$ cat src/rtl/commit_trace_monitor_pkg.sv
`default_nettype none
// ============================================================================
//  Module      : commit_trace_monitor_pkg
//  Description : Shared definitions for the commit trace monitor: default
//                register watch mask, halt FSM state encoding and the trace
//                record width. Record layout, MSB to LSB:
//                {cycle[CYC_W], pc[XLEN], wen[1], waddr[RA_W], wdata[XLEN]}
//  Revision    : 1.0 - initial release
// ============================================================================
package commit_trace_monitor_pkg;

    // $t0-$t9 and $s0-$s7 (registers 8..25)
    localparam logic [31:0] c_DEFAULT_WATCH_MASK = 32'h03FF_FF00;

    typedef enum logic [0:0] {
        ST_RUN    = 1'b0,
        ST_HALTED = 1'b1
    } halt_state_t;

    function automatic int rec_width(input int xlen, input int ra_w, input int cyc_w);
        return cyc_w + xlen + 1 + ra_w + xlen;
    endfunction

endpackage
`default_nettype wire

$ cat src/rtl/commit_trace_monitor_if.sv
`default_nettype none
// ============================================================================
//  Module      : commit_trace_monitor_if
//  Description : Trace record drain handshake (valid/ready) plus the record
//                fields presented with it.
//                master : monitor side, drives valid and record fields
//                slave  : consumer side, drives ready
//  Revision    : 1.0 - initial release
// ============================================================================
interface commit_trace_monitor_if #(
    parameter int XLEN  = 32,
    parameter int RA_W  = 5,
    parameter int CYC_W = 16
);
    logic             tr_valid;
    logic             tr_ready;
    logic [CYC_W-1:0] tr_cycle;
    logic [XLEN-1:0]  tr_pc;
    logic             tr_wen;
    logic [RA_W-1:0]  tr_waddr;
    logic [XLEN-1:0]  tr_wdata;

    modport master (
        output tr_valid, tr_cycle, tr_pc, tr_wen, tr_waddr, tr_wdata,
        input  tr_ready
    );

    modport slave (
        input  tr_valid, tr_cycle, tr_pc, tr_wen, tr_waddr, tr_wdata,
        output tr_ready
    );
endinterface
`default_nettype wire

$ cat src/rtl/commit_trace_monitor_sync_fifo.sv
`default_nettype none
// ============================================================================
//  Module      : commit_trace_monitor_sync_fifo
//  Description : Single-clock show-ahead FIFO with a registered head output.
//                dout always holds the current head; when the FIFO empties it
//                keeps the last popped word. A push while full is accepted only
//                if a pop happens in the same cycle.
//  Ports       : clk, rst_n (async active-low), push, pop, din,
//                full, empty, dout
//  Revision    : 1.0 - initial release
// ============================================================================
module commit_trace_monitor_sync_fifo #(
    parameter int WIDTH = 8,
    parameter int DEPTH = 16
) (
    input  wire logic             clk,
    input  wire logic             rst_n,
    input  wire logic             push,
    input  wire logic             pop,
    input  wire logic [WIDTH-1:0] din,
    output logic                  full,
    output logic                  empty,
    output logic      [WIDTH-1:0] dout
);
    localparam int               c_AW    = $clog2(DEPTH);
    localparam logic [c_AW:0]    c_FULL  = (c_AW+1)'(DEPTH);
    localparam logic [c_AW:0]    c_CNT1  = (c_AW+1)'(1);
    localparam logic [c_AW-1:0]  c_PTR1  = c_AW'(1);

    logic [WIDTH-1:0] r_mem [DEPTH];
    logic [c_AW-1:0]  r_wr_ptr;
    logic [c_AW-1:0]  r_rd_ptr;
    logic [c_AW:0]    r_count;
    logic [WIDTH-1:0] r_dout;

    logic             w_do_pop;
    logic             w_do_push;
    logic [c_AW-1:0]  w_rd_ptr_inc;

    assign full         = (r_count == c_FULL);
    assign empty        = (r_count == '0);
    assign dout         = r_dout;
    assign w_do_pop     = pop & ~empty;
    // A full FIFO frees the head slot when it pops, so the push can land there.
    assign w_do_push    = push & (~full | w_do_pop);
    assign w_rd_ptr_inc = r_rd_ptr + c_PTR1;

    always_ff @(posedge clk) begin
        if (w_do_push) begin
            r_mem[r_wr_ptr] <= din;
        end
    end

    always_ff @(posedge clk or negedge rst_n) begin
        if (!rst_n) begin
            r_wr_ptr <= '0;
            r_rd_ptr <= '0;
            r_count  <= '0;
            r_dout   <= '0;
        end else begin
            if (w_do_push) begin
                r_wr_ptr <= r_wr_ptr + c_PTR1;
            end
            if (w_do_pop) begin
                r_rd_ptr <= w_rd_ptr_inc;
            end
            case ({w_do_push, w_do_pop})
                2'b10:   r_count <= r_count + c_CNT1;
                2'b01:   r_count <= r_count - c_CNT1;
                default: r_count <= r_count;
            endcase
            // Head register: after a pop the next entry is either already
            // stored or is the word arriving this very cycle; if nothing
            // follows, the last popped word is kept.
            if (w_do_pop) begin
                if (r_count > c_CNT1) begin
                    r_dout <= r_mem[w_rd_ptr_inc];
                end else if (w_do_push) begin
                    r_dout <= din;
                end
            end else if (empty && w_do_push) begin
                r_dout <= din;
            end
        end
    end
endmodule
`default_nettype wire

$ cat src/rtl/commit_trace_monitor.sv
`default_nettype none
// ============================================================================
//  Module      : commit_trace_monitor
//  Description : Taps the commit/writeback port and records qualifying commits
//                as {cycle, pc, wen, reg, data} records into a trace FIFO that
//                is drained through a valid/ready interface. Provides register
//                watch masking, full-commit mode, overflow accounting and halt
//                detection (repeated PC or explicit halt PC).
//  Ports       : clk, rst_n (async active-low)
//                mode, halt_pc, halt_pc_en        - configuration
//                cm_valid/pc/wen/waddr/wdata      - commit port tap
//                tr (master)                      - trace record drain
//                overflow, drop_cnt, halted       - status
//  Revision    : 1.0 - initial release
// ============================================================================
module commit_trace_monitor
    import commit_trace_monitor_pkg::*;
#(
    parameter int              XLEN        = 32,
    parameter int              NREG        = 32,
    parameter int              DEPTH       = 16,
    parameter int              CYC_W       = 16,
    parameter logic [NREG-1:0] WATCH_MASK  = c_DEFAULT_WATCH_MASK,
    parameter int              STALL_LIMIT = 4,
    localparam int             RA_W        = $clog2(NREG)
) (
    input  wire logic            clk,
    input  wire logic            rst_n,
    input  wire logic            mode,
    input  wire logic [XLEN-1:0] halt_pc,
    input  wire logic            halt_pc_en,
    input  wire logic            cm_valid,
    input  wire logic [XLEN-1:0] cm_pc,
    input  wire logic            cm_wen,
    input  wire logic [RA_W-1:0] cm_waddr,
    input  wire logic [XLEN-1:0] cm_wdata,
    commit_trace_monitor_if.master tr,
    output logic                 overflow,
    output logic           [7:0] drop_cnt,
    output logic                 halted
);
    localparam int                c_REC_W = rec_width(XLEN, RA_W, CYC_W);
    // Stall counter holds 0..STALL_LIMIT+1 so it never wraps back onto the limit
    localparam int                c_SC_W  = $clog2(STALL_LIMIT + 2);
    localparam logic [c_SC_W-1:0] c_LIMIT = c_SC_W'(STALL_LIMIT);
    localparam logic [c_SC_W-1:0] c_SC1   = c_SC_W'(1);
    localparam logic [CYC_W-1:0]  c_CYC1  = CYC_W'(1);

    halt_state_t        r_state;
    halt_state_t        w_state_next;
    logic [CYC_W-1:0]   r_cycle;
    logic [XLEN-1:0]    r_prev_pc;
    logic [c_SC_W-1:0]  r_stall;
    logic               r_overflow;
    logic [7:0]         r_drop_cnt;

    logic               w_halted;
    logic               w_qualify;
    logic               w_pop;
    logic               w_full;
    logic               w_empty;
    logic               w_drop;
    logic               w_same_pc;
    logic [c_SC_W-1:0]  w_stall_next;
    logic               w_halt_hit;
    logic [c_REC_W-1:0] w_din;
    logic [c_REC_W-1:0] w_dout;

    assign w_halted  = (r_state == ST_HALTED);
    // Register 0 is hard-wired, so its writes are never worth logging.
    assign w_qualify = cm_valid & ~w_halted &
                       (mode | (cm_wen & WATCH_MASK[cm_waddr] & (cm_waddr != '0)));
    assign w_pop     = tr.tr_valid & tr.tr_ready;
    assign w_drop    = w_qualify & w_full & ~w_pop;
    assign w_din     = {r_cycle, cm_pc, cm_wen, cm_waddr, cm_wdata};

    commit_trace_monitor_sync_fifo #(
        .WIDTH (c_REC_W),
        .DEPTH (DEPTH)
    ) u_fifo (
        .clk   (clk),
        .rst_n (rst_n),
        .push  (w_qualify),
        .pop   (tr.tr_ready),
        .din   (w_din),
        .full  (w_full),
        .empty (w_empty),
        .dout  (w_dout)
    );

    assign tr.tr_valid = ~w_empty;
    assign {tr.tr_cycle, tr.tr_pc, tr.tr_wen, tr.tr_waddr, tr.tr_wdata} = w_dout;

    assign overflow = r_overflow;
    assign drop_cnt = r_drop_cnt;
    assign halted   = w_halted;

    // Stall tracking: reset value 0 makes the first commit land on 1
    // whether or not its PC equals the reset value of r_prev_pc.
    assign w_same_pc    = (cm_pc == r_prev_pc);
    assign w_stall_next = !w_same_pc     ? c_SC1 :
                          (r_stall == '1) ? r_stall : r_stall + c_SC1;
    assign w_halt_hit   = ((STALL_LIMIT != 0) && (w_stall_next == c_LIMIT)) ||
                          (halt_pc_en && (cm_pc == halt_pc));

    always_ff @(posedge clk or negedge rst_n) begin
        if (!rst_n) begin
            r_state <= ST_RUN;
        end else begin
            r_state <= w_state_next;
        end
    end

    always_comb begin
        w_state_next = r_state;
        case (r_state)
            ST_RUN: begin
                if (cm_valid && w_halt_hit) begin
                    w_state_next = ST_HALTED;
                end
            end
            ST_HALTED: w_state_next = ST_HALTED;
            default:   w_state_next = ST_RUN;
        endcase
    end

    always_ff @(posedge clk or negedge rst_n) begin
        if (!rst_n) begin
            r_cycle    <= '0;
            r_prev_pc  <= '0;
            r_stall    <= '0;
            r_overflow <= 1'b0;
            r_drop_cnt <= '0;
        end else begin
            r_cycle <= r_cycle + c_CYC1;
            if (cm_valid && !w_halted) begin
                r_prev_pc <= cm_pc;
                r_stall   <= w_stall_next;
            end
            if (w_drop) begin
                r_overflow <= 1'b1;
                if (r_drop_cnt != 8'hFF) begin
                    r_drop_cnt <= r_drop_cnt + 8'd1;
                end
            end
        end
    end
endmodule
`default_nettype wire

$ cat src/flat_wrapper.sv
// flat-port wrapper written by rule: the top's interface ports become plain ports
module commit_trace_monitor_flat import commit_trace_monitor_pkg::*;
#(
    parameter int              XLEN        = 32,
    parameter int              NREG        = 32,
    parameter int              DEPTH       = 16,
    parameter int              CYC_W       = 16,
    parameter logic [NREG-1:0] WATCH_MASK  = c_DEFAULT_WATCH_MASK,
    parameter int              STALL_LIMIT = 4,
    localparam int             RA_W        = $clog2(NREG)
)
  (clk, rst_n, mode, halt_pc, halt_pc_en, cm_valid, cm_pc, cm_wen, cm_waddr, cm_wdata, overflow, drop_cnt, halted, tr_tr_valid, tr_tr_cycle, tr_tr_pc, tr_tr_wen, tr_tr_waddr, tr_tr_wdata, tr_tr_ready);
  commit_trace_monitor_if #(.XLEN(XLEN), .RA_W((5)), .CYC_W(CYC_W)) tr_i ();
  input  wire logic clk;
  input  wire logic rst_n;
  input  wire logic mode;
  input  wire logic [XLEN-1:0] halt_pc;
  input  wire logic halt_pc_en;
  input  wire logic cm_valid;
  input  wire logic [XLEN-1:0] cm_pc;
  input  wire logic cm_wen;
  input  wire logic [RA_W-1:0] cm_waddr;
  input  wire logic [XLEN-1:0] cm_wdata;
  output logic overflow;
  output logic           [7:0] drop_cnt;
  output logic halted;
  output wire logic [$bits(tr_i.tr_valid)-1:0] tr_tr_valid;
  output wire logic [$bits(tr_i.tr_cycle)-1:0] tr_tr_cycle;
  output wire logic [$bits(tr_i.tr_pc)-1:0] tr_tr_pc;
  output wire logic [$bits(tr_i.tr_wen)-1:0] tr_tr_wen;
  output wire logic [$bits(tr_i.tr_waddr)-1:0] tr_tr_waddr;
  output wire logic [$bits(tr_i.tr_wdata)-1:0] tr_tr_wdata;
  input wire logic [$bits(tr_i.tr_ready)-1:0] tr_tr_ready;
  assign tr_tr_valid = tr_i.tr_valid;
  assign tr_tr_cycle = tr_i.tr_cycle;
  assign tr_tr_pc = tr_i.tr_pc;
  assign tr_tr_wen = tr_i.tr_wen;
  assign tr_tr_waddr = tr_i.tr_waddr;
  assign tr_tr_wdata = tr_i.tr_wdata;
  assign tr_i.tr_ready = tr_tr_ready;
  commit_trace_monitor #(.XLEN(XLEN), .NREG(NREG), .DEPTH(DEPTH), .CYC_W(CYC_W), .WATCH_MASK(WATCH_MASK), .STALL_LIMIT(STALL_LIMIT)) u_core (.clk(clk), .rst_n(rst_n), .mode(mode), .halt_pc(halt_pc), .halt_pc_en(halt_pc_en), .cm_valid(cm_valid), .cm_pc(cm_pc), .cm_wen(cm_wen), .cm_waddr(cm_waddr), .cm_wdata(cm_wdata), .tr(tr_i), .overflow(overflow), .drop_cnt(drop_cnt), .halted(halted));
endmodule
$ cat config.mk
export PLATFORM = sky130hd
export DESIGN_NAME = commit_trace_monitor_flat
export DESIGN_NICKNAME = d
export VERILOG_FILES = /design/src/rtl/commit_trace_monitor_pkg.sv /design/src/rtl/commit_trace_monitor_if.sv /design/src/rtl/commit_trace_monitor_sync_fifo.sv /design/src/rtl/commit_trace_monitor.sv /design/src/flat_wrapper.sv
export SDC_FILE = /design/constraint.sdc
export NUM_CORES = 2
export LEC_CHECK = 0
export ABC_CLOCK_PERIOD_IN_PS = 20900
export BUFFER_PORTS_ARGS = -buffer_cell sky130_fd_sc_hd__buf_2
export CELL_PAD_IN_SITES_DETAIL_PLACEMENT = 1
export CELL_PAD_IN_SITES_GLOBAL_PLACEMENT = 1
export CORE_ASPECT_RATIO = 1.4
export CORE_MARGIN = 1
export CORE_UTILIZATION = 40
export DETAILED_ROUTE_END_ITERATION = 10
export PLACE_DENSITY = 0.58
export SYNTH_ARGS = -nofsm -noshare
export SYNTH_HDL_FRONTEND = slang
export SYNTH_SLANG_ARGS = --single-unit
$ cat constraint.sdc
create_clock -name clk -period 20.9 [get_ports clk]
set_input_delay 1.045 -clock clk [delete_from_list [all_inputs] [get_ports clk]]
set_output_delay 1.045 -clock clk [all_outputs]
set_load 0.02 [all_outputs]
Word level (Yosys, flattened, before mapping)
Memories as Yosys holds them, arrays and structs flattened. Index checks and enable logic that the tools add are counted.

Register bits: 160. Memory bits (writable): 1376. Memory bits (read-only): 32. Input bits: 108. Output and inout port bits: 97. Logic and storage cells: 68. Memories kept: 2.

Memory list: u_core.u_fifo.r_mem (words 16, bits a word 86, rd ports 1, clocked after Yosys merged registers in 0, wr ports 1, RTL line commit_trace_monitor_sync_fifo.sv:30) `logic [WIDTH-1:0] r_mem [DEPTH];`; (no name shown) (words 32, bits a word 1, rd ports 1, clocked after Yosys merged registers in 0, wr ports 0, RTL line commit_trace_monitor.sv:72) `(mode | (cm_wen & WATCH_MASK[cm_waddr] & (cm_waddr != '0)));`.

Add/sub/neg operators: 7. $lt $le $gt $ge: 2. Eq/ne operators: 9. Mux-type cells: 12. Bitwise operators: 14. Reductions and logical operators: 12.

Operator list (number): $mux W86 (4); $eq A32 B32 Y1 (2); $add A16 B1 Y16 const B (1); $pmux W5 S2 (1); $add A4 B1 Y4 const B (2); $add A8 B1 Y8 const B (1); $and A1 B1 Y1 (8); $ne A8 B8 Y1 const B (1); $eq A3 B3 Y1 const B (2); $lt A5 B6 Y1 const B (1); $mux W3 (2); $add A5 B1 Y5 const B (1); $eq A5 B5 Y1 const B (1); $gt A5 B1 Y1 const B (1); $logic_not A5 Y1 (1); $reduce_bool A5 Y1 (1); $sub A5 B1 Y5 const B (1); $logic_and A1 B1 Y1 (4); $mux W1 (4); $not A1 Y1 (4); $reduce_and A2 Y1 (2); $reduce_bool A2 Y1 (2); $add A3 B1 Y3 const B (1); $ne A3 B1 Y1 const B (1); other kinds (6) (7).

Depth between registers and ports, before layout
Depth in word-level cells: 10. Gate-level depth with buffers: 9. Depth with buffers taken out: 7.

Cells and area by module
A second synthesis with hierarchy kept.

Cells, all modules: 3892. Area, all modules: 61920.6 um^2.

Modules (own cells, without submodules): commit_trace_monitor_sync_fifo (instances 1, cells each 3554, area an instance 58712.6 um^2, sequential area each 43797.0 um^2); commit_trace_monitor (instances 1, cells each 338, area an instance 3208.1 um^2, sequential area each 1526.5 um^2).

Worst setup path before layout
OpenSTA, ideal clock, no wires.

Path kind: input -> register. From: input port cm_valid. To: memory u_core.u_fifo.r_mem[3][0] (netlist bit), enable pin. Library setup time: 0.636 ns. Data arrival time: 8.000 ns. Required time: 20.264 ns. Path slack: 12.264 ns. Cell stages on the path: 7. Buffers on the path: 3. Cell sequence: nor2b_1 > clkbuf_1 > and3_1 > clkbuf_1 > clkbuf_1 > nand2_1 > nor3_1.

Longest elaborated chain between the ends: 5.

Ends and longest elaborated chain: start, declared (RTL line flat_wrapper.sv:19) `input wire logic cm_valid;`; $and A1 B1 Y1 (2 in series) (RTL line commit_trace_monitor.sv:71) `assign w_qualify = cm_valid & ~w_halted &`; $and A1 B1 Y1 (RTL line commit_trace_monitor_sync_fifo.sv:45) `assign w_do_push = push & (~full | w_do_pop);`; $mux W1 (RTL line commit_trace_monitor_sync_fifo.sv:49) `if (w_do_push) begin`; $mux W1 (not written as such) (RTL line commit_trace_monitor_sync_fifo.sv:50) `r_mem[r_wr_ptr] <= din;`; end, declared (RTL line commit_trace_monitor_sync_fifo.sv:30).

No other way between the ends.

Worst setup path in the final report
From: register u_core.u_fifo.r_rd_ptr[0]. To: register u_core.u_fifo.r_dout[63], in the netlist u_core.u_fifo.dout[63].

Longest elaborated chain between the ends: 4.

Ends and longest elaborated chain: start, declared (RTL line commit_trace_monitor_sync_fifo.sv:32) `logic [c_AW-1:0] r_rd_ptr;`; start signal, assigned (RTL line commit_trace_monitor_sync_fifo.sv:65) `r_rd_ptr <= w_rd_ptr_inc;`; $add A4 B1 Y4 (RTL line commit_trace_monitor_sync_fifo.sv:46) `assign w_rd_ptr_inc = r_rd_ptr + c_PTR1;`; via u_core.u_fifo.w_rd_ptr_inc[1] (RTL line commit_trace_monitor_sync_fifo.sv:38) `logic [c_AW-1:0] w_rd_ptr_inc;`; $mem_v2 Z16 W86; $mux W86 (RTL line commit_trace_monitor_sync_fifo.sv:76) `if (r_count > c_CNT1) begin`; $mux W86 (RTL line commit_trace_monitor_sync_fifo.sv:75) `if (w_do_pop) begin`; end signal, assigned (RTL line commit_trace_monitor_sync_fifo.sv:77) `r_dout <= r_mem[w_rd_ptr_inc];`; end signal, assigned (RTL line commit_trace_monitor_sync_fifo.sv:79) `r_dout <= din;`; end signal, assigned (RTL line commit_trace_monitor_sync_fifo.sv:82) `r_dout <= din;`; end, declared (RTL line commit_trace_monitor_sync_fifo.sv:34) `logic [WIDTH-1:0] r_dout;`.

The timed path passes the listed nets, and every way through them passes these cells. A chain may end at the register's enable or synchronous reset.

==> flow_summary.yaml <==
floorplanning:
  die_h_um: 462
  coreArea_sq_um: 150000
  dieArea_sq_um: 153000
  initial_core_util: 0.404
  ios: 205
  die_w_um: 331
  rows: 168
timing:
  relSlewSlack: 0.222
  min_period_ns: 5.28
  fin_skew_ns: 0.0287
  setup_ws_ns: 15.62
  setup_viol: 0
  fmax_ghz: 0.189
  fin_crit_sh: 0.253
  slew_viol_final: 0
  hold_violations: 0
  worst_pin_slew_ns: 1.17
  rsz0062_at_grt: "false"
  setup_tns_ns: 0
worst_setup_path:
  r2r-start: "u_core.u_fifo.r_rd_ptr[0]"
  cp-end-kind: "flop"
  crit_type: "flop to flop"
  crit_fanout: 171
  crit_required_ns: 21.57
  r2r_slack_ns: 15.62
  startpoint: "u_core.u_fifo.r_rd_ptr[0]"
  endpoint: "u_core.u_fifo.dout[63]"
  cp_slowest_stage_delay_ns: 1.01
  crit_path_start_kind: "flop"
  crit_slowest_cell: "ha_4"
  crit_arrival_ns: 5.95
  reg2reg_to: "u_core.u_fifo.dout[63]"
  crit_path_cell_trace: "ha_4 > buf_12 > buf_4 > mux4_2 > mux2i_1 > mux2i_1 > mux2_2 > mux2_2"
  worstRegToRegCells: 8
synth:
  synth_cell_type_count: 48
  syn-num-nets: 2914
  ys_ff_latch: 1536
  ys_async_sr_fraction: 0.104
  yosysWarningCount: 0
  syn_inst: 2794
  syn_area_sq_um: 60500
  syn_avg_cell_area_sq_um: 21.7
  seq_area_frac_synth: 0.749
  synthFlopType: "edfxtp_1"
  synth_edf_count: 1376
drt:
  detail-route-antenna-nets: 0
  viasPerCell: 5.52
  dr_total_vias: 28400
  first_pass_iters: 5
  wl_mm: 152
  drcViolationCount: 0
  detail_route.wl_per_cell_um: 29.4
  drtIter0Drc: 1946
pwr:
  pwr-share-comb: 0.347
  intPower_mw: 6.80
  p_sw_frac: 0.317
  p_leak_nw: 23.5
  power_density_nw_per_um2: 145
  clockPowerShare: 0.275
  pwr-share-seq: 0.378
  peakVddDrop_v: 0.000245
  power.net_switching_mw: 3.15
placed_design:
  preCtsSetupSlack_ns: 15.56
  io_buffers: 204
  dp_cells: 4869
  hpwlAfterDp_mm: 77.1
  gp_congestion: 0.713
cells_and_area:
  area_growth_pct: 13.7
  layout.cells.non_filler: 5150
  drive_gt1_frac: 0.315
  final_nets: 3187
global_route:
  grt_util_all_layers: 0.202
  grt_max_degree: 172
  grt_pass1_vias: 31700
  antenna_found_initial: 9
  grt_first_pass_wirelength_mm: 220
  grt_remaining_overflow: 0
clocking:
  postCtsSetupBuffers: 0
  clk_latency_ns: 0.80
  cts_tree: "yes"
  cts.sinks: 1536
  clock_path_buffers: 3
  cts_max_level: 4
  root_buffer: "clkbuf_16"
  path_clk_slew_ns: 0.06
  cts_resized: 0
  hold_buffers: 0
  cts_made_buffers: 151
hold_path:
  hp-class: "input pin to asynchronous set/reset pin"
outcome:
  status: "finished, final reports clean"
job:
  drv_cap: 0
Yosys cell counts, types with 4 or more instances:
cell         n  area share
mux4_2     344        0.13
buf_6       15      0.0028
mux2_2     167       0.031
o21ai_0      6     0.00050
mux2_1       5     0.00093
dfrtp_1    160       0.066
nor4_1      10      0.0010
nand2_1    110      0.0068
xor2_1      44      0.0064
nor2_1       9     0.00056
inv_1        6     0.00037
xnor2_1     52      0.0075
clkbuf_1    58      0.0036
a21oi_1      6     0.00050
nand4_1     11      0.0011
buf_2       56      0.0046
ha_1        12      0.0025
buf_1        4     0.00025
and3_1      27      0.0028
edfxtp_1  1376        0.68
nor3_1       6     0.00050
mux2i_1    260       0.043
nand3_1     16      0.0013
layout make-up:
type                            count  area, sq um
Antenna cell                        2         5.00
Clock buffer                      195         4020
Clock inverter                     84          930
Fill cell                       13600        81100
Inverter                            6         22.5
Multi-Input combinational cell   1118        14600
Sequential cell                  1536        45300
Tap cell                         1955         2450
Timing Repair Buffer              254         1460
layout by cell type, fill, tap and decap left out, types with 3 or more instances in the layout:
master and n:
a21oi_1 5, a31o_2 3, and3_1 12, and3_4 15, buf_12 4, buf_2 203, buf_4 46, bufinv_16 15
clkbuf_1 38, clkbuf_16 152, clkbuf_8 6, clkinv_1 30, clkinv_2 16, clkinv_8 5, clkinvlp_4 5, dfrtp_1 159
edfxtp_1 1376, ha_1 11, inv_1 6, inv_6 8, mux2_1 5, mux2_2 167, mux2i_1 260, mux4_2 344
nand2_1 110, nand3_1 16, nand4_1 11, nor2_1 9, nor3_1 5, nor4_1 10, o21ai_0 6, xnor2_1 52
xor2_1 43
routing by layer:
layer | share of wire | global-route usage | wire (um)
met4 | 0.020 | 0.0533 | 2980
met2 | 0.51 | 0.346 | 77400
met1 | 0.43 | 0.265 | 64900
met5 | 0.00021 | 0 | 32
met3 | 0.041 | 0.0330 | 6270
power by group through the flow:
| stage | Combinational [mW] | Sequential, mW | Clock, mW |
|---|---|---|---|
| floorplan | 2.46 | 3.89 | 0 |
| global placement | 3.49 | 3.81 | 0 |
| detailed placement | 3.54 | 3.83 | 0 |
| CTS | 3.55 | 3.77 | 2.81 |
| global route | 3.72 | 3.79 | 2.89 |
| finish | 3.46 | 3.76 | 2.74 |
worst min path at each step:
stage	startpoint	end	slack [ns]	cells after the start
final	rst_n	u_core.drop_cnt[2]	0.35	1
after global routing	rst_n	u_core.u_fifo.dout[50]	0.37	1
after CTS	rst_n	u_core.drop_cnt[2]	0.35	1
after detailed placement	u_core.overflow	u_core.overflow	0.47	1
after global placement	u_core.overflow	u_core.overflow	0.46	1
after floorplan	u_core.r_prev_pc[0]	u_core.r_prev_pc[0]	0.47	2
critical path: cells and delay by family, from the launching register on:
kind / cells / cell delay, ns
buffers and inverters: 2 / 1.82
multiplexers: 5 / 1.30
adder cells (fa/ha/maj): 1 / 1.01
flip-flops: 1 / 0.70
flip-flops by register name, summed over array words and instances, names as in the netlist:
register,flops
u_core.drop_cnt,8
u_core.halted,1
u_core.overflow,1
u_core.r_cycle,16
u_core.r_prev_pc,32
u_core.r_stall,3
u_core.u_fifo.dout,86
u_core.u_fifo.r_count,5
u_core.u_fifo.r_mem,1376
u_core.u_fifo.r_rd_ptr,4
u_core.u_fifo.r_wr_ptr,4
through the flow:
stage / hold WS (ns) / area (sq um) / utilization / total power, mW
2_1_floorplan: 0.466 / 60500 / - / 6.35
3_3_place_gp: 0.460 / 63900 / 0.426 / 7.31
3_5_place_dp: 0.475 / 63900 / 0.426 / 7.37
4_1_cts: 0.351 / 68800 / 0.459 / 10.1
5_1_grt: 0.375 / 68800 / 0.459 / 10.4
6_report: 0.347 / 68800 / 0.459 / 9.96
kinds of logic after synthesis:
kind of cell | synth area share
adders and majority gates | 0.00248
xor gates and xnor gates | 0.0142
DFF | 0.749
muxes | 0.203
AOI/OAI and AO/OA | 0.00314
and+or+nand+nor | 0.0162
buffers and inverters | 0.0118
No activity file was read; power rests on OpenSTA's default activity.
